==> config.mk <==
export PLATFORM = sky130hd
export DESIGN_NAME = bcd_counter
export DESIGN_NICKNAME = d
export VERILOG_FILES = /design/src/rtl/bcd_counter.sv
export SDC_FILE = /design/constraint.sdc
export NUM_CORES = 1
export LEC_CHECK = 0
export CAP_MARGIN = 15
export CORE_AREA = 2 2 50 52
export CTS_BUF_LIST = sky130_fd_sc_hd__clkbuf_8
export DETAILED_ROUTE_END_ITERATION = 7
export DIE_AREA = 0 0 52 54
export MAX_ROUTING_LAYER = met4
export PLACE_DENSITY_LB_ADDON = 0.15
export SLEW_MARGIN = 20
export SYNTH_ARGS = -nofsm -noshare
export SYNTH_HDL_FRONTEND = slang
export SYNTH_SLANG_ARGS = --single-unit
==> constraint.sdc <==
create_clock -name clk -period 4.8 [get_ports clk]
set_clock_uncertainty 0.15 [all_clocks]
set_input_delay 1.44 -clock clk [delete_from_list [all_inputs] [get_ports clk]]
set_output_delay 1.44 -clock clk [all_outputs]
set_load 0.02 [all_outputs]
==> src/rtl/bcd_counter.sv <==
// Multi-digit BCD up/down counter with validated parallel load and cascadable terminal count.
// Optional input prescaler is enabled with macro BCD_COUNTER_PRESCALE_EN.
`timescale 1ns/1ps
module bcd_counter #(
    parameter int DIGITS = 2
`ifdef BCD_COUNTER_PRESCALE_EN
    ,
    parameter int PRESCALE = 50_000_000
`endif
) (
    input  logic                  clk,
    input  logic                  reset,
    input  logic                  en,
    input  logic                  up,
    input  logic                  load,
    input  logic [4*DIGITS-1:0]   load_val,
    output logic [4*DIGITS-1:0]   bcd,
    output logic                  tc,
    output logic                  load_err
);

    logic [4*DIGITS-1:0] bcd_q, bcd_d;
    logic                load_err_q, load_err_d;
    logic                en_eff;
    logic                load_ok;
    logic                all9, all0;
    logic                chain_up, chain_dn;
    logic [3:0]          dig;

`ifdef BCD_COUNTER_PRESCALE_EN
    localparam int DIV_W = (PRESCALE > 1) ? $clog2(PRESCALE) : 1;
    logic [DIV_W-1:0] div_q, div_d;
    logic             tick;

    // Free-running divider; tick on the last count of each PRESCALE-cycle period.
    assign tick  = (div_q == DIV_W'(PRESCALE - 1));
    assign div_d = tick ? '0 : div_q + 1'b1;

    always_ff @(posedge clk or posedge reset) begin
        if (reset) div_q <= '0;
        else       div_q <= div_d;
    end

    assign en_eff = en & tick;
`else
    assign en_eff = en;
`endif

    always_comb begin
        load_ok = 1'b1;
        all9    = 1'b1;
        all0    = 1'b1;
        for (int i = 0; i < DIGITS; i++) begin
            if (load_val[4*i +: 4] > 4'd9) load_ok = 1'b0;
            if (bcd_q[4*i +: 4] != 4'd9)   all9    = 1'b0;
            if (bcd_q[4*i +: 4] != 4'd0)   all0    = 1'b0;
        end
    end

    // Per-digit ripple: a digit steps only when every lower digit is at its wrap value.
    always_comb begin
        bcd_d      = bcd_q;
        load_err_d = 1'b0;
        chain_up   = 1'b1;
        chain_dn   = 1'b1;
        dig        = 4'd0;
        if (load) begin
            if (load_ok) bcd_d      = load_val;
            else         load_err_d = 1'b1;
        end else if (en_eff) begin
            for (int i = 0; i < DIGITS; i++) begin
                dig = bcd_q[4*i +: 4];
                if (up) begin
                    if (chain_up) bcd_d[4*i +: 4] = (dig >= 4'd9) ? 4'd0 : dig + 4'd1;
                end else begin
                    if (chain_dn) bcd_d[4*i +: 4] = (dig == 4'd0) ? 4'd9 : dig - 4'd1;
                end
                chain_up = chain_up & (dig == 4'd9);
                chain_dn = chain_dn & (dig == 4'd0);
            end
        end
    end

    always_ff @(posedge clk or posedge reset) begin
        if (reset) begin
            bcd_q      <= '0;
            load_err_q <= 1'b0;
        end else begin
            bcd_q      <= bcd_d;
            load_err_q <= load_err_d;
        end
    end

    assign bcd      = bcd_q;
    assign load_err = load_err_q;
    assign tc       = en_eff & ~load & (up ? all9 : all0);

endmodule
==> results.json <==
{
  "post_cts_resized": 0,
  "ys_types": 44,
  "status": "finished, final reports clean",
  "min_to": "bcd[1]",
  "final_common_cell": "clkdlybuf4s50_1",
  "synthTopCellsByArea": "dfrtp_1 25%, ha_1 8.3%, a222oi_1 4.4%",
  "grt_pass1_wl_mm": 4.01,
  "drt-total-wl_mm": 2.37,
  "dp_hpwl_mm": 1.79,
  "worstSetupPathType": "input pin to primary output",
  "ys_seq_area_frac": 0.250,
  "hold_class": "flop to flop",
  "hold_depth": 2,
  "fin_crit_sh": 0.913,
  "die-height_um": 54,
  "synth_edf_count": 0,
  "min_period_ns": 4.38,
  "viasPerCell": 5.75,
  "vias": 915,
  "antenna_found_initial": 0,
  "io_pins": 23,
  "antenna_cells": 0,
  "rr_startpoint": "bcd[0]",
  "holdBufCountCts": 0,
  "drive_gt1_frac": 0.116,
  "synth_top_cell_by_area": "dfrtp_1",
  "path_clk_slew_ns": 0.04,
  "port_buffers": 22,
  "wl_per_cell_um": 14.9,
  "grt_max_degree": 17,
  "root_buffer": "clkbuf_8",
  "area_growth_pct": 31.0,
  "h-tree-depth": 1,
  "post_cts_buffers": 0,
  "initial_core_util": 0.388,
  "syn-num-nets": 124,
  "dieArea_mm2": 0.00281,
  "endpoint_kind": "primary output",
  "postSynthCellCount": 105,
  "drc": 0,
  "regToRegEndpoint": "bcd[5]",
  "setup_tns_ns": 0,
  "worstHoldStart": "bcd[1]",
  "cts_tree": "yes",
  "timing_hold_violations_final": 0,
  "ir_worst_vdd_mv": 0.302,
  "r2r_setup_slack_ns": 2.78,
  "syn_area_um2": 901,
  "placed_cells": 155,
  "synth_flop_cell": "dfrtp_1",
  "firstDrtPassIters": 6,
  "clock_path_buffers": 2,
  "cts_sinks": 9,
  "worst_ep_required_time_ns": 3.21,
  "drt-initial-drc-count": 38,
  "cp-start-kind": "input pin",
  "crit_path_max_fanout": 3,
  "avgSynthCellArea_um2": 8.58,
  "synth_seq_cells": 9,
  "synth_top_area_frac": 0.250,
  "core-area_mm2": 0.00232,
  "post-route-util": 0.509,
  "place.gp.congestion": 0.787,
  "grt_use_total": 0.201,
  "nNetsFinal": 149,
  "regArea_um2": 225,
  "tightest_slew_ns": 0.458,
  "reg2reg_depth": 6,
  "powerDensity_mw_per_mm2": 386,
  "route.antenna.remaining_nets": 0,
  "cts_made_buffers": 3,
  "instances_no_fill": 159,
  "grt_remaining_overflow": 0,
  "slew_headroom": 0.695,
  "rows": 18,
  "die_x_um": 52,
  "leakagePower_nw": 0.489,
  "fill_cells": 227,
  "synth-warning-count": 0,
  "rsz0062_at_grt": "no",
  "multiInputGateArea_um2": 593,
  "fmax_mhz": 228,
  "synthArstFlopShare": 1.00,
  "maxSlewViolCount": 0,
  "clk_latency_ns": 0.23,
  "arrival_ns": 2.79,
  "grt_pass1_vias": 905,
  "max_cap_viol_count": 0,
  "setup_viol": 0,
  "layout_common_cells": "21 x clkdlybuf4s50_1, 11 x inv_1, 9 x dfrtp_1"
}
-- Yosys cell counts (3+ instances only) --
cell and count:
o21ai_1 4, nand3_1 3, ha_1 6, buf_6 3, nand4_1 3, o211ai_1 4, nor2_1 3, a21oi_1 5
o21ai_0 7, nand2b_1 3, a21o_1 3, nand2_1 3, a222oi_1 4, inv_1 10, dfrtp_1 9
-- worst max-delay path by stage --
stage,start,endpoint,slack (ns),cells past startpoint
finish,up,tc,0.42,5
global route,up,tc,0.31,5
CTS,up,tc,0.01,5
detailed placement,up,tc,0.02,5
global placement,up,tc,0.06,5
floorplan,up,tc,0.86,4
-- worst max-delay path, stage by stage --
cell             delay, ns
clkdlybuf4s50_1       0.44
or3b_1                0.38
nor4_1                0.19
o21a_1                0.14
dlymetal6s2s_1        0.21
-- layout make-up --
class / count / area share
multi-input combinational: 81 / 0.503
clock buffer: 3 / 0.0350
timing repair buffer: 24 / 0.201
inverter: 11 / 0.0350
clock inverter: 1 / 0.00318
tap: 30 / 0.0318
sequential: 9 / 0.191
-- cells by family after synthesis --
logic type      share of synthesized area
fa+ha+maj                          0.0833
compound gates                      0.347
simple gates                        0.207
flops                               0.250
buf+inv                            0.0917
xor+xnor                          0.00972
mux                                0.0111
-- power by group --
group          internal, mW  switching, mW  total [mW]
Clock                0.0554         0.0274      0.0828
Combinational         0.111          0.121       0.232
Sequential           0.0949         0.0460       0.141
Total                 0.261          0.194       0.456
-- metal layers --
metal | global-route usage | part of all wire
met5 | - | 0
met2 | 0.327 | 0.48
met4 | 0.0702 | 0.014
met3 | 0.0500 | 0.052
met1 | 0.242 | 0.45
-- flip-flops by register name (all words and copies together), names as in the netlist --
signal	count
bcd	8
load_err	1
-- metrics by stage --
step	hold WS, ns	worst slack, ns	total power [mW]	area (µm²)
floorplan	0.501	0.859	0.286	901
CTS	0.481	0.0141	0.456	1180
global placement	0.475	0.0645	0.372	1130
global route	0.521	0.309	0.493	1180
detailed placement	0.472	0.0162	0.372	1130
finish	0.473	0.419	0.456	1180
Note: power is estimated with default switching activity, not from simulation.
